`config.mk`:
```
export PLATFORM = sky130hd
export DESIGN_NAME = wbc_return_mux_flat
export DESIGN_NICKNAME = d
export VERILOG_FILES = /design/src/rtl/wbc_pkg.sv /design/src/rtl/wbc_return_mux_if.sv /design/src/rtl/wbc_timeout.sv /design/src/rtl/wbc_return_mux.sv /design/src/flat_wrapper.sv
export SDC_FILE = /design/constraint.sdc
export NUM_CORES = 1
export LEC_CHECK = 0
export ABC_AREA = 1
export CORE_AREA = 3 3 183 185
export DETAILED_ROUTE_END_ITERATION = 7
export DIE_AREA = 0 0 186 188
export HOLD_SLACK_MARGIN = 0.1
export PLACE_DENSITY_LB_ADDON = 0.15
export SETUP_SLACK_MARGIN = 0.1
export SYNTH_ARGS = -nofsm -noshare
export SYNTH_HDL_FRONTEND = slang
export SYNTH_HIERARCHICAL = 1
export SYNTH_SLANG_ARGS = --single-unit
```
`constraint.sdc`:
```
create_clock -name clk -period 4.5 [get_ports clk]
set_input_delay 0.9 -clock clk [delete_from_list [all_inputs] [get_ports clk]]
set_output_delay 0.9 -clock clk [all_outputs]
set_load 0.005 [all_outputs]
```
`src/rtl/wbc_pkg.sv`:
```
// Shared definitions for the Wishbone classic return mux.
//   wbc_state_t : cycle tracker states (IDLE / BUSY / FAULT)
//   WBC_NOHIT   : all-ones decoder index meaning "no slave decoded"
//   wbc_clog2   : ceiling log2 used to size counters and index fields
package wbc_pkg;

  typedef enum logic [1:0] {
    IDLE  = 2'd0,
    BUSY  = 2'd1,
    FAULT = 2'd2
  } wbc_state_t;

  // Wide all-ones value; users slice it down to their own index width.
  localparam logic [31:0] WBC_NOHIT = 32'hFFFF_FFFF;

  function automatic int wbc_clog2(input int value);
    int r;
    r = 0;
    while ((64'd1 << r) < 64'(value)) r++;
    return r;
  endfunction

endpackage

```
`src/rtl/wbc_return_mux_if.sv`:
```
// Bus bundle between one Wishbone classic master, the return mux, and NS slaves.
//   m_*_i / m_*_o : master side (names seen from the mux)
//   s_*_o / s_*_i : slave side; s_dat_i packs slave k at [k*DATAWIDTH +: DATAWIDTH]
// Modports:
//   slave  : used by the mux itself (it is the slave of the master)
//   master : used by the environment that owns both the master and the slaves
interface wbc_return_mux_if #(
  parameter int NS        = 8,
  parameter int ADDRWIDTH = 32,
  parameter int DATAWIDTH = 32
);
  logic                    m_cyc_i;
  logic                    m_stb_i;
  logic                    m_we_i;
  logic [DATAWIDTH/8-1:0]  m_sel_i;
  logic [ADDRWIDTH-1:0]    m_adr_i;
  logic [DATAWIDTH-1:0]    m_dat_i;
  logic [DATAWIDTH-1:0]    m_dat_o;
  logic                    m_ack_o;
  logic                    m_err_o;
  logic [NS-1:0]           s_cyc_o;
  logic [NS-1:0]           s_stb_o;
  logic                    s_we_o;
  logic [DATAWIDTH/8-1:0]  s_sel_o;
  logic [ADDRWIDTH-1:0]    s_adr_o;
  logic [DATAWIDTH-1:0]    s_dat_o;
  logic [NS*DATAWIDTH-1:0] s_dat_i;
  logic [NS-1:0]           s_ack_i;
  logic [NS-1:0]           s_err_i;

  modport slave (
    input  m_cyc_i, m_stb_i, m_we_i, m_sel_i, m_adr_i, m_dat_i,
    output m_dat_o, m_ack_o, m_err_o,
    output s_cyc_o, s_stb_o, s_we_o, s_sel_o, s_adr_o, s_dat_o,
    input  s_dat_i, s_ack_i, s_err_i
  );

  modport master (
    output m_cyc_i, m_stb_i, m_we_i, m_sel_i, m_adr_i, m_dat_i,
    input  m_dat_o, m_ack_o, m_err_o,
    input  s_cyc_o, s_stb_o, s_we_o, s_sel_o, s_adr_o, s_dat_o,
    output s_dat_i, s_ack_i, s_err_i
  );
endinterface

```
`src/rtl/wbc_timeout.sv`:
```
// Strobe watchdog for the return mux.
//   clk, rst : clock, asynchronous active-high reset
//   en       : a strobe is waiting for a response this cycle
//   clear    : restart counting (response seen, strobe idle, or not busy)
//   expired  : counter has reached TIMEOUT-1; always 0 when TIMEOUT == 0
module wbc_timeout
  import wbc_pkg::*;
#(
  parameter int TIMEOUT = 255
) (
  input  logic clk,
  input  logic rst,
  input  logic en,
  input  logic clear,
  output logic expired
);
  localparam int CW_RAW = wbc_clog2(TIMEOUT + 1);
  localparam int CW     = (CW_RAW < 1) ? 1 : CW_RAW;
  localparam int TLAST  = (TIMEOUT == 0) ? 0 : TIMEOUT - 1;

  logic [CW-1:0] count_reg;

  // Saturates at all-ones so a disabled watchdog can never wrap into a match.
  always_ff @(posedge clk or posedge rst) begin
    if (rst) begin
      count_reg <= '0;
    end else if (clear) begin
      count_reg <= '0;
    end else if (en && (count_reg != {CW{1'b1}})) begin
      count_reg <= count_reg + CW'(1);
    end
  end

  generate
    if (TIMEOUT == 0) begin : g_off
      assign expired = 1'b0;
    end else begin : g_on
      assign expired = (count_reg == CW'(TLAST));
    end
  endgenerate
endmodule

```
`src/rtl/wbc_return_mux.sv`:
```
// Wishbone classic fan-out / return mux: one master to NS slaves.
//   clk, rst : clock, asynchronous active-high reset
//   sel_i    : slave index from the address decoder (all-ones or >= NS = no hit)
//   bus      : master and slave signals (see wbc_return_mux_if)
// The slave index is latched when a cycle starts and held until m_cyc_i drops.
// Unmapped indices and silent slaves are answered with m_err_o so the master
// never stalls forever.
module wbc_return_mux
  import wbc_pkg::*;
#(
  parameter int NS        = 8,
  parameter int SELWIDTH  = 4,
  parameter int ADDRWIDTH = 32,
  parameter int DATAWIDTH = 32,
  parameter int TIMEOUT   = 255
) (
  input  logic                clk,
  input  logic                rst,
  input  logic [SELWIDTH-1:0] sel_i,
  wbc_return_mux_if.slave     bus
);
  localparam int IW_RAW = wbc_clog2(NS);
  localparam int IW     = (IW_RAW < 1) ? 1 : IW_RAW;

  wbc_state_t     state_reg, state_next;
  logic [IW-1:0]  cur_reg, cur_next;
  logic           err_q_reg, err_q_next;

  logic                 hit;
  logic                 busy;
  logic                 sel_ack;
  logic                 sel_err;
  logic                 expired;
  logic [DATAWIDTH-1:0] s_dat_arr [NS];

  assign hit  = (sel_i != WBC_NOHIT[SELWIDTH-1:0]) && (32'(sel_i) < 32'(NS));
  assign busy = (state_reg == BUSY);

  // Write-side signals are broadcast; only the strobed slave acts on them.
  assign bus.s_we_o  = bus.m_we_i;
  assign bus.s_sel_o = bus.m_sel_i;
  assign bus.s_adr_o = bus.m_adr_i;
  assign bus.s_dat_o = bus.m_dat_i;

  generate
    for (genvar gi = 0; gi < NS; gi++) begin : g_slave
      assign s_dat_arr[gi]   = bus.s_dat_i[gi*DATAWIDTH +: DATAWIDTH];
      assign bus.s_cyc_o[gi] = busy && (cur_reg == IW'(gi)) && bus.m_cyc_i;
      assign bus.s_stb_o[gi] = busy && (cur_reg == IW'(gi)) && bus.m_stb_i;
    end
  endgenerate

  assign sel_ack = bus.s_ack_i[cur_reg];
  assign sel_err = bus.s_err_i[cur_reg];

  wbc_timeout #(.TIMEOUT(TIMEOUT)) u_timeout (
    .clk     (clk),
    .rst     (rst),
    .en      (busy && bus.m_stb_i),
    .clear   (!busy || !bus.m_stb_i || sel_ack || sel_err),
    .expired (expired)
  );

  always_ff @(posedge clk or posedge rst) begin
    if (rst) begin
      state_reg <= IDLE;
      cur_reg   <= '0;
      err_q_reg <= 1'b0;
    end else begin
      state_reg <= state_next;
      cur_reg   <= cur_next;
      err_q_reg <= err_q_next;
    end
  end

  always_comb begin
    state_next  = state_reg;
    cur_next    = cur_reg;
    err_q_next  = err_q_reg;
    bus.m_ack_o = 1'b0;
    bus.m_err_o = 1'b0;
    bus.m_dat_o = '0;
    case (state_reg)
      IDLE: begin
        err_q_next = 1'b0;
        if (bus.m_cyc_i && bus.m_stb_i) begin
          cur_next = sel_i[IW-1:0];
          if (hit) begin
            state_next = BUSY;
          end else begin
            state_next = FAULT;
            err_q_next = 1'b1;
          end
        end
      end
      BUSY: begin
        // Gated by cyc so a response arriving after the master quits is dropped.
        bus.m_ack_o = sel_ack && bus.m_cyc_i;
        bus.m_err_o = sel_err && bus.m_cyc_i;
        bus.m_dat_o = s_dat_arr[cur_reg];
        if (!bus.m_cyc_i) begin
          state_next = IDLE;
        end else if (expired && !sel_ack && !sel_err) begin
          state_next = FAULT;
          err_q_next = 1'b1;
        end
      end
      FAULT: begin
        bus.m_err_o = err_q_reg;
        // Toggle so a held strobe sees one error per handshake.
        err_q_next  = bus.m_stb_i && !err_q_reg;
        if (!bus.m_cyc_i) begin
          state_next = IDLE;
          err_q_next = 1'b0;
        end
      end
      default: begin
        state_next = IDLE;
        err_q_next = 1'b0;
      end
    endcase
  end
endmodule

```
`src/flat_wrapper.sv`:
```
// flat-port wrapper written by rule: the top's interface ports become plain ports
module wbc_return_mux_flat import wbc_pkg::*;
#(
  parameter int NS        = 8,
  parameter int SELWIDTH  = 4,
  parameter int ADDRWIDTH = 32,
  parameter int DATAWIDTH = 32,
  parameter int TIMEOUT   = 255
)
  (clk, rst, sel_i, bus_m_cyc_i, bus_m_stb_i, bus_m_we_i, bus_m_sel_i, bus_m_adr_i, bus_m_dat_i, bus_m_dat_o, bus_m_ack_o, bus_m_err_o, bus_s_cyc_o, bus_s_stb_o, bus_s_we_o, bus_s_sel_o, bus_s_adr_o, bus_s_dat_o, bus_s_dat_i, bus_s_ack_i, bus_s_err_i);
  wbc_return_mux_if #(.NS(NS), .ADDRWIDTH(ADDRWIDTH), .DATAWIDTH(DATAWIDTH)) bus_i ();
  input  logic clk;
  input  logic rst;
  input  logic [SELWIDTH-1:0] sel_i;
  input wire logic [$bits(bus_i.m_cyc_i)-1:0] bus_m_cyc_i;
  input wire logic [$bits(bus_i.m_stb_i)-1:0] bus_m_stb_i;
  input wire logic [$bits(bus_i.m_we_i)-1:0] bus_m_we_i;
  input wire logic [$bits(bus_i.m_sel_i)-1:0] bus_m_sel_i;
  input wire logic [$bits(bus_i.m_adr_i)-1:0] bus_m_adr_i;
  input wire logic [$bits(bus_i.m_dat_i)-1:0] bus_m_dat_i;
  output wire logic [$bits(bus_i.m_dat_o)-1:0] bus_m_dat_o;
  output wire logic [$bits(bus_i.m_ack_o)-1:0] bus_m_ack_o;
  output wire logic [$bits(bus_i.m_err_o)-1:0] bus_m_err_o;
  output wire logic [$bits(bus_i.s_cyc_o)-1:0] bus_s_cyc_o;
  output wire logic [$bits(bus_i.s_stb_o)-1:0] bus_s_stb_o;
  output wire logic [$bits(bus_i.s_we_o)-1:0] bus_s_we_o;
  output wire logic [$bits(bus_i.s_sel_o)-1:0] bus_s_sel_o;
  output wire logic [$bits(bus_i.s_adr_o)-1:0] bus_s_adr_o;
  output wire logic [$bits(bus_i.s_dat_o)-1:0] bus_s_dat_o;
  input wire logic [$bits(bus_i.s_dat_i)-1:0] bus_s_dat_i;
  input wire logic [$bits(bus_i.s_ack_i)-1:0] bus_s_ack_i;
  input wire logic [$bits(bus_i.s_err_i)-1:0] bus_s_err_i;
  assign bus_i.m_cyc_i = bus_m_cyc_i;
  assign bus_i.m_stb_i = bus_m_stb_i;
  assign bus_i.m_we_i = bus_m_we_i;
  assign bus_i.m_sel_i = bus_m_sel_i;
  assign bus_i.m_adr_i = bus_m_adr_i;
  assign bus_i.m_dat_i = bus_m_dat_i;
  assign bus_m_dat_o = bus_i.m_dat_o;
  assign bus_m_ack_o = bus_i.m_ack_o;
  assign bus_m_err_o = bus_i.m_err_o;
  assign bus_s_cyc_o = bus_i.s_cyc_o;
  assign bus_s_stb_o = bus_i.s_stb_o;
  assign bus_s_we_o = bus_i.s_we_o;
  assign bus_s_sel_o = bus_i.s_sel_o;
  assign bus_s_adr_o = bus_i.s_adr_o;
  assign bus_s_dat_o = bus_i.s_dat_o;
  assign bus_i.s_dat_i = bus_s_dat_i;
  assign bus_i.s_ack_i = bus_s_ack_i;
  assign bus_i.s_err_i = bus_s_err_i;
  wbc_return_mux #(.NS(NS), .SELWIDTH(SELWIDTH), .ADDRWIDTH(ADDRWIDTH), .DATAWIDTH(DATAWIDTH), .TIMEOUT(TIMEOUT)) u_core (.clk(clk), .rst(rst), .sel_i(sel_i), .bus(bus_i));
endmodule
```
==> run metrics, run 1 <==
status=finished, final reports clean; layout overhead on the synthesized area=90.2%; R2R cell count=13; top cell type's share of synthesized area=17.8%; vias in the first global route=5394; Worst Path Arrival=2.74 ns; synth top area cells=nand2_1, buf_4, nand3_1, dfrtp_1, a221oi_1; setup TNS=0 ns; Antenna Nets Post-Route=0; row count=66; Skew-Pair Late Insertion Delay=approximately 0.24 ns; Critical Path, Cell by Cell=nor2_4, buf_12, a221oi_1, o21ai_0, clkdlybuf4s50_1; routed vias=5272; Hold Path Cell Cnt=2; f_max=275 MHz; # IOs=between 400 and 500; Initial Util=11.5%; CTS tree=done; clk sinks=14; DRC violations left=0; final core occ=21.8%; Vias/cell=~4.1; fin crit period=3.64 ns; worst vdd ir=roughly 210 uV; HP Start=u_core/u_timeout/count_reg[7]; layout net count=1229; chip width=186 um; WHS Endpoint=u_core/u_timeout/count_reg[7]; crit path capture type=output pin; Mapped Nets=between 900 and 1000; power density over cell area=383 nW/um^2; Synth Instances=638; drt first pass iters=4; routed length per placed instance=19.4 um; max-slew violations=0; Post-Syn Area=approximately 3700 um^2; Crit Reg-Reg Startpoint=u_core/cur_reg[0]; Crit Path Category=reg2out; slew margin rel.=a little over half; hold buffer count at CTS=0; RePlAce Congestion=between 0.7 and 0.8; Synth area leader=nand2_1; worst reg2reg endpoint=u_core/u_timeout/count_reg[7]; reg2reg setup slack=2.18 ns; initial antenna violation count=2; CP max-delay cell=dfrtp_4; Core Footprint=between 30000 and 40000 um^2; Gates resized, CTS repair=0; worst-margin pin slew=around 0.7 ns; syn avg cell area=5.79 um^2; max-cap viol count=0; Clk pin slew, worst setup/hold paths=0.05 ns; TritonCTS buffer count=3; sequential cell area fraction in the yosys report=9.48%; max FFs per register=8; RSZ-0062 raised after global routing=false; commonest non-fill, non-tap cell in the layout=clkdlybuf4s50_1; Die Footprint=35000 um^2; dpl hpwl=19.7 mm; GR Util All Layers=between 10% and 20%; final worst-path cycle share=81.0%; Routed WL=24.9 mm; crit path buf inv count=2; Max Fanout on Critical Path=38; Max Buffers Root-to-Sink=2; Distinct cells, synth=28; IO buf count=329; pin count of the biggest net entering global routing=75; Yosys warning total=6; htree depth=1; post-CTS setup buffers=0; CP startpoint kind=register; die height=188 um; count of final setup violators=0; first-pass GRT wire length=roughly 35 mm; required time of the critical path=3.60 ns; most frequent cells in the layout=clkdlybuf4s50_1, nand2_1, nand3_1, a21oi_1; Final Hold Vio Count=0; initial DRC count=208; Max stage delay on crit path=0.69 ns; worst clock skew=0.00271 ns; clk root buf=clkbuf_16; Hold WC Path Type=reg2reg; Pleak=0.00261 uW; Largest delay share family, worst path=buffers and inverters; Filler Cell Count=3647; layout cell share with drive strength beyond 1=4.58%; total gr overflow=0; Synth Register Bits=14
tightest hold or removal path: stages (launching register included):
cell     delay [ns]
dfrtp_1        0.38
nand2_1        0.07
nand2_1        0.06
cell families after synthesis:
logic type | share of synthesized area [%]
AND/OR/NAND/NOR | 38.7
flip-flops | 9.48
adder cells (fa/ha/maj) | 2.03
AO/OA/AOI/OAI | 24.5
XOR/XNOR | 0.474
buffers and inverters | 24.8
final cells by class:
cell class	count	area, um^2	area share (%)
timing repair buffer	348	3500	49.8
multi-input combinational	478	2450	34.9
tap	408	510	7.26
sequential	14	358	5.09
inverter	29	114	1.62
clock buffer	4	88.8	1.26
antenna	2	5.00	0.0712
per-layer routing:
| layer | part of all wire, % | vias to the layer above | wire length, um | global-route usage (%) |
|---|---|---|---|---|
| li1 | - | 2621 | - | - |
| met1 | 39 | 2395 | 9810 | 15.0 |
| met2 | 52 | 236 | 12900 | 24.6 |
| met3 | 7.8 | 20 | 1940 | 3.10 |
| met4 | 1.1 | 0 | 280 | 1.75 |
| met5 | 0 | - | 0 | 0 |
how the worst max path moves through the flow:
stage | startpoint | endpoint | slack (ns) | cells after the start
floorplan | u_core/state_reg[1] | bus_m_dat_o[10] | 2.18 | 7
global placement | bus_s_err_i[3] | bus_m_err_o | 0.87 | 8
detailed placement | bus_m_stb_i | bus_s_stb_o[1] | 0.88 | 4
CTS | u_core/cur_reg[1] | bus_m_dat_o[4] | 0.76 | 7
global route | u_core/cur_reg[1] | bus_m_dat_o[4] | 0.64 | 7
finish | u_core/cur_reg[1] | bus_m_dat_o[5] | 0.86 | 5
synth_stat cells (all sizes together):
library cell,n
nand2,179
nor2,20
inv,26
o21ai,36
xor2,2
nand4,3
o22ai,2
buf,103
a221oi,32
a21boi,1
a21oi,37
clkbuf,14
nor3,16
nand3,112
ha,6
dfrtp,14
a22oi,32
clkinv,3
where the power goes:
group | total [uW] | switching, uW | internal, uW
clock network | 187 | 52.1 | 135
logic | 2250 | 1280 | 973
registers | 255 | 98.9 | 156
stage by stage:
stage	total power, uW	worst slack (ns)	area [um^2]	std cells	hold WS [ns]
2_1_floorplan	1540	2.18	3690	638	0.490
3_3_place_gp	2590	0.868	6940	1277	0.522
3_5_place_dp	2570	0.876	6940	1277	0.515
4_1_cts	2770	0.759	7020	1281	0.535
5_1_grt	2960	0.643	7030	1283	0.567
6_report	2690	0.857	7030	1283	0.537
(Power assumes the default switching activity.)
==> run 2: changes to the inputs <==
--- a/config.mk
+++ b/config.mk
@@ -6,9 +6,9 @@
 export NUM_CORES = 1
 export LEC_CHECK = 0
 export ABC_AREA = 1
-export CORE_AREA = 3 3 183 185
+export CORE_AREA = 3 3 181 183
 export DETAILED_ROUTE_END_ITERATION = 7
-export DIE_AREA = 0 0 186 188
+export DIE_AREA = 0 0 184 186
 export HOLD_SLACK_MARGIN = 0.1
 export PLACE_DENSITY_LB_ADDON = 0.15
 export SETUP_SLACK_MARGIN = 0.1
==> constraint.sdc (replaced) <==
create_clock -name clk -period 3.1 [get_ports clk]
set_input_delay 0.62 -clock clk [delete_from_list [all_inputs] [get_ports clk]]
set_output_delay 0.62 -clock clk [all_outputs]
set_load 0.005 [all_outputs]
==> run 2 against run 1 <==
Net effect:
- core utilization up 1.3 points
- power up 58%
- critical endpoint is now bus_m_dat_o[14]
- sequential power up 21%
- register-to-register slack worse by 1.2 ns
- non-clock buffer count up 14
- routed wire length up 4.2%
- largest cell class unchanged
- sequential share of layout area down 0.20 points
==> run metrics, run 2 (synthesis results as in run 1) <==
status=finished, final reports clean (unchanged); Skew-Pair Late Insertion Delay=0.24 ns (about the same); Crit Path Category=reg2out (unchanged); Filler Cell Count=3541 (was 3647); vias in the first global route=5297 (was 5394); clock group share of total power=5.8% (was 6.9%); slew margin rel.=69.3% (was 52.4%); P_int=2060 uW (was 1260 uW); Initial Util=11.8% (was 11.5%); layout net count=1243 (was 1229); worst reg2reg endpoint=u_core/u_timeout/count_reg[2] (was u_core/u_timeout/count_reg[7]); design area=7270 um^2 (was 7030 um^2); Psw=2180 uW (was 1430 uW); max-cap viol count=0 (unchanged); initial antenna violation count=3 (was 2); Hold Worst Slack=0.545 ns (was 0.537 ns); Hold WC Path Type=reg2reg (unchanged); sequential group share of total power=7.3% (was 9.5%); Max Fanout on Critical Path=29 (was 38); RSZ-0062 raised after global routing=true (was false); drt first pass iters=4 (unchanged); placed instance count=1276 (was 1277); layout cell share with drive strength beyond 1=6.31% (was 4.58%); fin crit period=between 2 and 3 ns; Final Hold Vio Count=0 (unchanged); layout overhead on the synthesized area=96.7% (was 90.2%); first-pass GRT wire length=35.0 mm (was 34.7 mm); PnR worst setup slack=0.154 ns (was 0.857 ns); reg2reg setup slack=1.02 ns (was 2.18 ns); post-route non-filler standard cell count=1291 (was 1283); clk root buf=clkbuf_16 (unchanged); pre-CTS setup slack=0.178 ns (was 0.876 ns); total gr overflow=0 (unchanged); htree depth=1 (unchanged); worst-margin pin slew=0.461 ns (was 0.713 ns); Antenna Nets Post-Route=0 (unchanged); TritonCTS buffer count=3 (unchanged); row count=65 (was 66); required time of the critical path=2.48 ns (was 3.60 ns); Vias/cell=4.06 (was 4.11); most frequent cells in the layout=clkdlybuf4s50_1, nand2_1, nand3_1, a21oi_1, a22oi_1 (was clkdlybuf4s50_1, nand2_1, nand3_1, a21oi_1); routed length per placed instance=20.1 um (was 19.4 um); count of final setup violators=0 (unchanged); Die Footprint=34200 um^2 (was 35000 um^2); # IOs=468 (unchanged); GR Util All Layers=13.5% (was 13.0%); DRC violations left=0 (unchanged); power density over cell area=583 nW/um^2 (was 383 nW/um^2); Setup crit start=u_core/cur_reg[0] (was u_core/cur_reg[1]); initial DRC count=228 (was 208); die height=186 um (was 188 um); worst vdd ir=269 uV (was 215 uV); worst clock skew=0.00247 ns (was 0.00271 ns); crit path capture type=output pin (unchanged); commonest non-fill, non-tap cell in the layout=clkdlybuf4s50_1 (unchanged); max-slew violations=0 (unchanged); Routed WL=26.0 mm (was 24.9 mm); Critical Path End=bus_m_dat_o[14] (was bus_m_dat_o[5]); final worst-path cycle share=between 90% and 100%; Switching Fraction=51.5% (was 53.0%); RePlAce Congestion=0.781 (was 0.735); CTS tree=done (unchanged); CP startpoint kind=register (unchanged); routed vias=5247 (was 5272); f_max=339 MHz; Gate power share=87.0% (was 83.6%); Max Buffers Root-to-Sink=2 (unchanged); IO buf count=329 (unchanged); Worst Path Arrival=2.33 ns (was 2.74 ns); Pleak=0.00274 uW (was 0.00261 uW); chip width=184 um (was 186 um); Crit Reg-Reg Startpoint=u_core/cur_reg[0] (unchanged); dpl hpwl=19.6 mm (was 19.7 mm); R2R cell count=14 (was 13); setup TNS=0 ns (unchanged); max FFs per register=8 (unchanged); DP Area=7010 um^2 (was 6940 um^2); pin count of the biggest net entering global routing=52 (was 75); Clk pin slew, worst setup/hold paths=0.05 ns (about the same); Core Footprint=31400 um^2 (was 32200 um^2); clk sinks=14 (unchanged)
==> run 2: worst min path at each step <==
stage                                        from                            end  slack [ns]  depth (start not counted)
CTS                 u_core/u_timeout/count_reg[6]  u_core/u_timeout/count_reg[6]        0.54                          2
global placement    u_core/u_timeout/count_reg[6]  u_core/u_timeout/count_reg[6]        0.52                          2
global route                  u_core/state_reg[0]            u_core/state_reg[0]        0.58                          2
floorplan                                     rst              u_core/cur_reg[0]        0.41                          1
detailed placement  u_core/u_timeout/count_reg[6]  u_core/u_timeout/count_reg[6]        0.53                          2
finish                           u_core/err_q_reg               u_core/err_q_reg        0.54                          2
==> run 2: through the flow <==
step,utilization (%),power (uW)
finish,23.2,4240
global placement,22.3,3860
CTS,22.9,4240
floorplan,-,2240
global route,23.2,4660
detailed placement,22.3,3820
==> run 2: area by class of cell <==
type,count,area [um^2],area share (%)
timing repair buffer,362,3740,51.4
multi-input combinational,478,2460,33.9
tap,402,503,6.92
sequential,14,355,4.89
inverter,29,125,1.72
clock buffer,4,78.8,1.08
antenna,2,5.00,0.0689
==> run 2: power groups by stage <==
stage | sequential [uW] | clock, uW | combinational (uW)
3_3_place_gp | 309 | 0 | 3550
3_5_place_dp | 305 | 0 | 3510
5_1_grt | 318 | 262 | 4080
2_1_floorplan | 246 | 0 | 1990
6_report | 309 | 244 | 3690
4_1_cts | 308 | 255 | 3670
==> run 2: worst max-delay path, cell delays in order, from the launching register on <==
cell	delay [ns]
dfrtp_4	0.54
inv_8	0.12
buf_12	0.12
nor2_4	0.04
buf_12	0.17
a22oi_1	0.17
nand3_1	0.11
nand2_1	0.10
o21ai_0	0.08
buf_4	0.15
clkdlybuf4s50_1	0.44
==> run 2: repair_timing <==
action,4_1_cts,5_1_grt
resized for setup,3,5
setup endpoints to repair,3,9
hold buffers,0,0
cloned,1,2
setup buffers,5,1
pin swaps,0,1
==> run 2: per-layer routing <==
metal | vias up | track usage, % | wire [um]
li1 | 2650 | - | -
met1 | 2342 | 17.0 | 10800
met2 | 233 | 23.4 | 12700
met3 | 20 | 3.81 | 2220
met4 | 2 | 1.94 | 197
met5 | - | 0 | 13
==> run 3: changes to the inputs <==
--- a/config.mk
+++ b/config.mk
@@ -5,10 +5,9 @@
 export SDC_FILE = /design/constraint.sdc
 export NUM_CORES = 1
 export LEC_CHECK = 0
-export ABC_AREA = 1
-export CORE_AREA = 3 3 181 183
+export CORE_AREA = 3 3 178 180
 export DETAILED_ROUTE_END_ITERATION = 7
-export DIE_AREA = 0 0 184 186
+export DIE_AREA = 0 0 181 183
 export HOLD_SLACK_MARGIN = 0.1
 export PLACE_DENSITY_LB_ADDON = 0.15
 export SETUP_SLACK_MARGIN = 0.1
==> run 3 against run 2 <==
Net effect:
- fmax up 0.84%
- power down 4.9%
- flip-flop and latch count unchanged
- worst hold slack worse by 0.037 ns
- sequential share of layout area about the same
- clock skew up 0.0029 ns
- critical path type is now in2out
- critical endpoint is now bus_m_ack_o
==> run metrics, run 3 <==
status=finished, final reports clean (unchanged); Vias/cell=3.93 (was 4.06); layout net count=975 (was 1243); Initial Util=12.5% (was 11.8%); final core occ=24.2% (was 23.2%); IO buf count=329 (unchanged); final worst-path cycle share=94.2% (was 95.0%); Post-Synth Adder-Cell Area=1.98% (was 2.03%); Hold Worst Slack=0.508 ns (was 0.545 ns); RePlAce Congestion=0.863 (was 0.781); Mapped Nets=711 (was 993); max-cap viol count=0 (unchanged); Pwr Total=4030 uW (was 4240 uW); routed length per placed instance=19.6 um (was 20.1 um); max FFs per register=8 (unchanged); most common library cells after synthesis=buf_4, mux4_2, mux2i_1, nor2b_1, clkbuf_1 (was nand2_1, nand3_1, buf_4, a21oi_1); syn avg cell area=10.6 um^2 (was 5.79 um^2); Synth Area in XOR/XNOR=0% (was 0.474%); Max stage delay on crit path=0.53 ns (was 0.54 ns); Yosys warning total=6 (unchanged); htree depth=1 (unchanged); clk root buf=clkbuf_16 (unchanged); worst vdd ir=212 uV (was 269 uV); row count=64 (was 65); Core Footprint=30300 um^2 (was 31400 um^2); # IOs=468 (unchanged); initial antenna violation count=1 (was 3); routed vias=3993 (was 5247); Synth Register Bits=14 (unchanged); Max Fanout on Critical Path=2 (was 29); fin crit period=2.92 ns (was 2.95 ns); Synth Area in Compound Gates=3.93% (was 24.5%); GR Util All Layers=10.9% (was 13.5%); Worst Path Arrival=2.30 ns (was 2.33 ns); initial DRC count=120 (was 228); Synth area leader=mux4_2 (was nand2_1); chip width=181 um (was 184 um); DRC violations left=0 (unchanged); slew margin rel.=76.9% (was 69.3%); Routed WL=19.9 mm (was 26.0 mm); dpl hpwl=16.8 mm (was 19.6 mm); count of final setup violators=0 (unchanged); crit path capture type=output pin (unchanged); post-synthesis mux area share=52.3% (was 0%); pin count of the biggest net entering global routing=37 (was 52); Largest delay share family, worst path=buffers and inverters (unchanged); f_max=342 MHz (was 339 MHz); main combinational cell family by area after synthesis=multiplexers (was simple AND/OR/NAND/NOR gates); crit path buf inv count=2 (was 5); RSZ-0062 raised after global routing=true (unchanged); Max Buffers Root-to-Sink=2 (unchanged); Crit Path Category=in2out (was reg2out); Distinct cells, synth=40 (was 28); Final Hold Vio Count=0 (unchanged); die height=183 um (was 186 um); required time of the critical path=2.48 ns (about the same); most frequent cells in the layout=clkdlybuf4s50_1, mux4_2, mux2i_1, nor2b_1, buf_4 (was clkdlybuf4s50_1, nand2_1, nand3_1, a21oi_1, a22oi_1); Synth Instances=356 (was 638); first-pass GRT wire length=27.9 mm (was 35.0 mm); Skew-Pair Late Insertion Delay=0.25 ns (was 0.24 ns); synth top area cells=mux4_2, buf_4, dfrtp_1, mux2i_1, nor2b_1 (was nand2_1, buf_4, nand3_1, dfrtp_1, a221oi_1); sequential cell area fraction in the yosys report=9.25% (was 9.48%); CP max-delay cell=mux4_2 (was dfrtp_4); commonest non-fill, non-tap cell in the layout=clkdlybuf4s50_1 (unchanged); CTS tree=done (unchanged); drt first pass iters=4 (unchanged); power density over cell area=549 nW/um^2 (was 583 nW/um^2); Post-Synth Simple-Gate Area=13.9% (was 38.7%); most common cell in the netlist=buf_4 (was nand2_1); Post-synth top flop=dfrtp_1 (unchanged); Synth async-reset ratio=100% (unchanged); Clk pin slew, worst setup/hold paths=0.05 ns (about the same); Die Footprint=33100 um^2 (was 34200 um^2); top cell type's share of synthesized area=40.4% (was 17.8%); Critical Path, Cell by Cell=clkdlybuf4s50_1, mux4_2, mux2i_1, nor2_1, clkdlybuf4s50_1 (was inv_8, buf_12, nor2_4, buf_12, a22oi_1, nand3_1, nand2_1, o21ai_0, buf_4, clkdlybuf4s50_1); worst-margin pin slew=0.346 ns (was 0.461 ns); TritonCTS buffer count=3 (unchanged); number of flops mapped to enable cells by yosys=0 (unchanged); cell mode on critical path=clkdlybuf4s50_1 (was buf_12); Antenna Nets Post-Route=0 (unchanged); max-slew violations=0 (unchanged); total gr overflow=0 (unchanged); CP startpoint kind=input port (was register); Pleak=0.00261 uW (was 0.00274 uW); Hold WC Path Type=reg2reg (unchanged); vias in the first global route=4578 (was 5297); clk sinks=14 (unchanged); layout overhead on the synthesized area=93.9% (was 96.7%); setup TNS=0 ns (unchanged); Post-Syn Area=3790 um^2 (was 3690 um^2); layout cell share with drive strength beyond 1=18.9% (was 6.31%); worst clock skew=0.00538 ns (was 0.00247 ns)
## run 3: changes by cell type after synthesis, moves of 7 or more
| cell | delta |
|---|---|
| buf_2 | -12 |
| mux4_2 | +68 |
| o21ai_0 | -24 |
| o21ai_1 | -10 |
| nand3_1 | -105 |
| a221oi_1 | -31 |
| inv_1 | -11 |
| mux2i_1 | +35 |
| nand2_1 | -164 |
| nor2b_1 | +34 |
| a21oi_1 | -34 |
| a22oi_1 | -31 |
| buf_4 | -7 |
## run 3: area by class of cell
class / instances / area, um^2
diodes: 1 / 2.50
clock buffers: 4 / 88.8
inverters: 11 / 41.3
fillers: 3179 / 23000
flip-flops and latches: 14 / 359
well taps: 396 / 495
repair buffers: 359 / 3620
multi-input cells: 231 / 2730
## run 3: logic make-up (layout without fill, tap and decap cells)
| group | count (synthesis) | after routing |
|---|---|---|
| AND/OR/NAND/NOR | 96 | 96 |
| other | 0 | 1 |
| AO/OA/AOI/OAI | 18 | 18 |
| adder cells (fa/ha/maj) | 6 | 6 |
| flip-flops | 14 | 14 |
| multiplexers | 111 | 111 |
| buffers and inverters | 111 | 374 |
## run 3: final timing paths
kind                                                from                            end  slack (ns)  depth (start not counted)
max                                       bus_s_ack_i[3]                    bus_m_ack_o        0.18                          5
min                        u_core/u_timeout/count_reg[7]  u_core/u_timeout/count_reg[7]        0.51                          1
max reg2reg                            u_core/cur_reg[0]  u_core/u_timeout/count_reg[5]        0.22                         15
min reg2reg                u_core/u_timeout/count_reg[7]  u_core/u_timeout/count_reg[7]        0.51                          1
max in group asynchronous                            rst  u_core/u_timeout/count_reg[0]        2.17                          2
min in group asynchronous                            rst              u_core/cur_reg[0]        0.64                          2
## run 3: what timing repair did
item | CTS | global route
setup buffers | 11 | 2
setup endpoints to repair | 26 | 24
hold buffers | 0 | 0
gates resized for setup | 2 | 3
cloned | 0 | 1
## run 3: report_power, final
part           leakage [uW]  total (uW)  internal, uW  switching, uW
Sequential         0.000183         303           229           73.3
Clock             0.0000442         279           196           82.5
Combinational       0.00239        3450          2070           1380
## run 3: layer usage
layer | routed length [um] | GRT usage (%) | up-vias
li1 | - | - | 1814
met1 | 7490 | 12.4 | 1911
met2 | 10500 | 20.2 | 228
met3 | 1460 | 2.64 | 40
met4 | 432 | 3.35 | 0
met5 | 0 | 0 | -
## run 3: metrics by stage
| stage | std cells | area, um^2 | setup WS [ns] |
|---|---|---|---|
| 6_report | 1016 | 7340 | 0.179 |
| 5_1_grt | 1016 | 7340 | 0.0845 |
| 4_1_cts | 1012 | 7270 | 0.0932 |
| 3_5_place_dp | 997 | 7100 | 0.0560 |
| 3_3_place_gp | 997 | 7100 | 0.0488 |
| 2_1_floorplan | 356 | 3790 | 0.770 |
